$ cat src/rtl/rstgen_pkg.sv
// rstgen_pkg: shared types and constants for the rstgen_sonata reset sequencer
// Contents: rstgen_state_e sequencer states, LockLossCntW lock-loss counter width.
package rstgen_pkg;
  localparam int LockLossCntW = 8;
  typedef enum logic [1:0] {
    WAIT_LOCK,
    HOLD,
    STAGGER,
    RUN
  } rstgen_state_e;
endpackage

$ cat src/rtl/rstgen_sync.sv
// rstgen_sync: SyncStages-deep flop chain bringing an asynchronous level into clk_i
// Ports: clk_i destination clock; rst_i async active-high reset (chain clears to 0);
//   d_i asynchronous input level; q_o synchronized level.
module rstgen_sync
  import rstgen_pkg::*;
#(
  parameter int SyncStages = 2
) (
  input  logic clk_i,
  input  logic rst_i,
  input  logic d_i,
  output logic q_o
);
  logic [SyncStages-1:0] sync_q;
  always_ff @(posedge clk_i or posedge rst_i) begin
    if (rst_i) sync_q <= '0;
    else sync_q <= {sync_q[SyncStages-2:0], d_i};
  end
  assign q_o = sync_q[SyncStages-1];
endmodule

$ cat src/rtl/rstgen_sonata.sv
// rstgen_sonata: staged reset sequencer for the clk_sys domain driven by PLL lock
// Ports: clk_sys system clock; rst_sys async active-high board reset;
//   locked_i async PLL lock status; sw_rst_req_i level software reset request;
//   sw_rst_ack_o one-cycle request acknowledge; rst_periph_no / rst_core_no
//   active-low peripheral / core resets; in_reset_o high outside RUN;
//   lock_loss_cnt_o saturating count of lock-loss events.
// Build option: define RSTGEN_SW_RST_EN to enable the software reset request path;
//   otherwise sw_rst_req_i is ignored and sw_rst_ack_o stays 0.
module rstgen_sonata
  import rstgen_pkg::*;
#(
  parameter int HoldCycles  = 1024,
  parameter int PeriphDelay = 16,
  parameter int SyncStages  = 2
) (
  input  logic                    clk_sys,
  input  logic                    rst_sys,
  input  logic                    locked_i,
  input  logic                    sw_rst_req_i,
  output logic                    sw_rst_ack_o,
  output logic                    rst_periph_no,
  output logic                    rst_core_no,
  output logic                    in_reset_o,
  output logic [LockLossCntW-1:0] lock_loss_cnt_o
);
  localparam int CntMax = (HoldCycles > PeriphDelay) ? HoldCycles : PeriphDelay;
  localparam int CntW = $clog2(CntMax);
  localparam logic [CntW-1:0] HoldLast = CntW'(HoldCycles - 1);
  localparam logic [CntW-1:0] StagLast = CntW'(PeriphDelay - 1);
  rstgen_state_e state_q, state_d;
  logic [CntW-1:0] cnt_q, cnt_d;
  logic [LockLossCntW-1:0] loss_q, loss_d;
  logic periph_q, periph_d, core_q, core_d, in_reset_q, in_reset_d, ack_q, ack_d;
  logic locked_s, lock_lost, sw_accept, sw_edge;
  rstgen_sync #(.SyncStages(SyncStages)) u_lock_sync (
    .clk_i(clk_sys),
    .rst_i(rst_sys),
    .d_i  (locked_i),
    .q_o  (locked_s)
  );
`ifdef RSTGEN_SW_RST_EN
  logic req_q, req_prev_q;
  always_ff @(posedge clk_sys or posedge rst_sys) begin
    if (rst_sys) begin
      req_q      <= 1'b0;
      req_prev_q <= 1'b0;
    end else begin
      req_q      <= sw_rst_req_i;
      req_prev_q <= req_q;
    end
  end
  assign sw_edge = req_q & ~req_prev_q;
`else
  logic unused_sw_req;
  assign unused_sw_req = sw_rst_req_i;
  assign sw_edge = 1'b0;
`endif
  // Any state past WAIT_LOCK was entered with locked_s high, so a low locked_s
  // there is a fall. Acceptance requires locked_s, so lock loss always wins.
  always_comb begin
    lock_lost = !locked_s && state_q != WAIT_LOCK;
    sw_accept = sw_edge && locked_s && state_q == RUN;
    state_d = lock_lost ? WAIT_LOCK :
              sw_accept ? HOLD :
              (state_q == WAIT_LOCK && locked_s) ? HOLD :
              (state_q == HOLD && cnt_q == HoldLast) ? STAGGER :
              (state_q == STAGGER && cnt_q == StagLast) ? RUN : state_q;
    cnt_d = (state_d != state_q || !(state_q inside {HOLD, STAGGER})) ? '0 : cnt_q + CntW'(1);
    loss_d = (lock_lost && loss_q != '1) ? loss_q + LockLossCntW'(1) : loss_q;
    periph_d = state_d inside {STAGGER, RUN};
    core_d = state_d == RUN;
    in_reset_d = state_d != RUN;
    ack_d = sw_accept;
  end
  always_ff @(posedge clk_sys or posedge rst_sys) begin
    if (rst_sys) begin
      state_q    <= WAIT_LOCK;
      cnt_q      <= '0;
      loss_q     <= '0;
      periph_q   <= 1'b0;
      core_q     <= 1'b0;
      in_reset_q <= 1'b1;
      ack_q      <= 1'b0;
    end else begin
      state_q    <= state_d;
      cnt_q      <= cnt_d;
      loss_q     <= loss_d;
      periph_q   <= periph_d;
      core_q     <= core_d;
      in_reset_q <= in_reset_d;
      ack_q      <= ack_d;
    end
  end
  assign rst_periph_no   = periph_q;
  assign rst_core_no     = core_q;
  assign in_reset_o      = in_reset_q;
  assign sw_rst_ack_o    = ack_q;
  assign lock_loss_cnt_o = loss_q;
endmodule

$ cat config.mk
export PLATFORM = sky130hd
export DESIGN_NAME = rstgen_sonata
export DESIGN_NICKNAME = d
export VERILOG_FILES = /design/src/rtl/rstgen_pkg.sv /design/src/rtl/rstgen_sync.sv /design/src/rtl/rstgen_sonata.sv
export SDC_FILE = /design/constraint.sdc
export NUM_CORES = 1
export LEC_CHECK = 0
export CAP_MARGIN = 20
export CORE_UTILIZATION = 35
export DETAILED_ROUTE_END_ITERATION = 16
export PLACE_DENSITY = 0.63
export SLEW_MARGIN = 20
export SYNTH_ARGS = -nofsm -noshare
export SYNTH_HDL_FRONTEND = slang
export SYNTH_HIERARCHICAL = 1
export SYNTH_SLANG_ARGS = --single-unit
$ cat constraint.sdc
create_clock -name clk_sys -period 2.2 [get_ports clk_sys]
set_clock_uncertainty 0.05 [all_clocks]
set_input_delay 0.44 -clock clk_sys [delete_from_list [all_inputs] [get_ports clk_sys]]
set_output_delay 0.44 -clock clk_sys [all_outputs]
set_load 0.05 [all_outputs]
==> results of run 1 <==
[per-layer routing]
| metal | wire [microns] | vias up | track usage | share of wire |
|---|---|---|---|---|
| li1 | - | 422 | - | - |
| met3 | 84 | 0 | 0.0469 | 0.037 |
| met4 | 0 | 0 | 0.00974 | 0 |
| met5 | 0 | - | 0 | 0 |
| met1 | 1070 | 411 | 0.184 | 0.48 |
| met2 | 1090 | 13 | 0.234 | 0.48 |
[synth_stat cells (2+ instances only)]
master	number	share of area
and3_2	2	0.012
nor3_1	13	0.054
nor2_1	6	0.019
inv_1	7	0.022
nand3_1	7	0.029
xnor2_1	8	0.058
nand4_1	3	0.016
a31oi_1	2	0.010
a211o_1	2	0.014
ha_1	5	0.052
nand2_1	7	0.022
xor2_1	8	0.058
dfrtp_1	24	0.50
[timing repair]
action,4_1_cts,5_1_grt
buffers inserted,0,0
endpoints found under the setup margin,0,12
hold buffers,0,0
gates resized for setup,0,5
[logic make-up (layout without fill, tap and decap cells)]
family                   after synthesis  after routing  synth area share
AO/OA/AOI/OAI                          7              7            0.0393
XOR/XNOR                              16             16             0.116
adder cells (fa/ha/maj)                7              7            0.0693
buffers and inverters                  9             26            0.0310
flip-flops                            25             25             0.518
multiplexers                           1              1           0.00931
other                                  1              1           0.00310
AND/OR/NAND/NOR                       46             46             0.214
[power breakdown]
part / leakage [nW] / internal (mW) / switching (mW)
clock: 0.0139 / 0.0696 / 0.143
combinational: 0.307 / 0.221 / 0.399
sequential: 0.328 / 0.537 / 0.0903
total: 0.649 / 0.827 / 0.633
[sequential cells by signal (all words and copies together), names as in the netlist]
register,flops
cnt_q,10
state_q,2
lock_loss_cnt_o,8
rst_periph_no,1
in_reset_o,1
u_lock_sync/sync_q,2
rst_core_no,1
[how the worst max path moves through the flow]
stage,to,startpoint
floorplan,lock_loss_cnt_o[6],lock_loss_cnt_o[0]
global placement,cnt_q[9],state_q[1]
detailed placement,cnt_q[8],state_q[0]
CTS,in_reset_o,in_reset_o
global route,cnt_q[8],state_q[1]
finish,lock_loss_cnt_o[5],lock_loss_cnt_o[5]
[cell usage in the layout, fill, tap and decap left out, drive strengths merged, types with 5 or more instances in the layout]
cell type and n:
xor2 8, dfrtp 24, nor2 7, clkdlybuf4s50 11, ha 5, nand3 8, nand2 7, nor3 13
xnor2 8, inv 7
[layout make-up]
| class | instances | area [sq um] |
|---|---|---|
| Sequential cell | 25 | 627 |
| Multi-Input combinational cell | 78 | 557 |
| Fill cell | 309 | 1710 |
| Timing Repair Buffer | 15 | 150 |
| Clock buffer | 3 | 22.5 |
| Inverter | 7 | 26.3 |
| Tap cell | 44 | 55.1 |
| Clock inverter | 1 | 7.51 |
==> out/results.ini, run 1 <==
[global_routing]
grt_first_pass_wirelength_microns=3820
grt_pass1_vias=853
antenna_found_initial=0
grt_max_degree=17
grt.total_usage=0.140
overflow=0

[worst_setup_path]
max_stage_delay_ns=0.84
path_class=reg -> out
r2r_end=cnt_q[6]
cpMaxStageDelayCell=clkdlybuf4s50_1
path_cells=clkdlybuf4s50_1
r2r_setup_slack_ns=0.13
r2r-start=state_q[1]
end_kind=output pin
cp_max_fo=5
crit_cells=1
r2r_cells=7
crit_family=buffers and inverters
worstPathRequired_ns=1.71
startpoint_type=flop
worstPathBufferInverterCount=1
crit_arrival_ns=1.62

[power]
total_power_mw=1.46
pwr_density_cell_nw_per_um2=1010
leakagePower_nw=0.649
peakVddDrop_mv=0.615

[synth]
yosysUniqueCellTypes=31
netlist_area_sq_um=1210
syn-num-nets=121
synthArstFlopShare=1.00
seq_area_frac_synth=0.518
yosys_warnings=6
ys_seq_elements=25
syn_avg_cell_area_sq_um=10.8
synth_cells=112
synth-main-ff-cell=dfrtp_1
synth_edf_count=0

[detailed_routing]
drt-wirelength-per-cell_microns=13.0
via_count=846
route.detailed.drc=0
drt-initial-drc-count=43
drt_first_pass_iters=4
routed_wl_microns=2240
drtAntennaViolNets=0
avgViaCountPerCell=4.89

[sta]
setup_slack_ns=0.0903
timing.hold.ws_ns=0.224
hold_viol=0
fin_setup_tns_ns=0
fmax_mhz=474
relSlewSlack=0.658
rsz0062_at_grt=no
fin_crit_sh=0.959
worst_slew_pin_slew_ns=0.511
setup-violations-final=0
min_period_ns=2.11
finalMaxSlewViolations=0

[clocking]
htree_num_levels=1
clk_latency_ns=0.33
cts_buffer_depth=2
clock-root-buffer=clkbuf_4
path_clk_slew_ns=0.14
numCtsBuffers=3
clock-sinks=25
cts_tree=built

[place]
placed_cells=169
place.port_buffers=13
pre_cts_ws_ns=0.104
dpl_cell_area_sq_um=1400
gp_routability_congestion=0.789
dpl.hpwl_microns=1640

[cells_and_area]
final_util=0.458
finish.net_count=139
drive_gt1_frac=0.132
antenna_cells=0
area_growth_pct=19.4
final_area_sq_um=1450
final_cells=173

[floorplan]
ioPinCount=16
dieArea_sq_um=3700
start_util=0.384
core_area_sq_um=3150
die_y_microns=60.8
die_w_microns=60.8
rows=20

[min_path]
worstHoldPathType=in -> async

[run]
cap_viol_max_count=0

[outcome]
status=finished, final reports clean

Note: power is estimated with default switching activity, not from simulation.
==> inputs of run 2 (changes only) <==
--- a/config.mk
+++ b/config.mk
@@ -14,3 +14,4 @@
 export SYNTH_HDL_FRONTEND = slang
 export SYNTH_HIERARCHICAL = 1
 export SYNTH_SLANG_ARGS = --single-unit
+export TNS_END_PERCENT = 20
==> results of run 2 <==
Same layout as run 1: the final DEF is identical, and so are final timing and power.
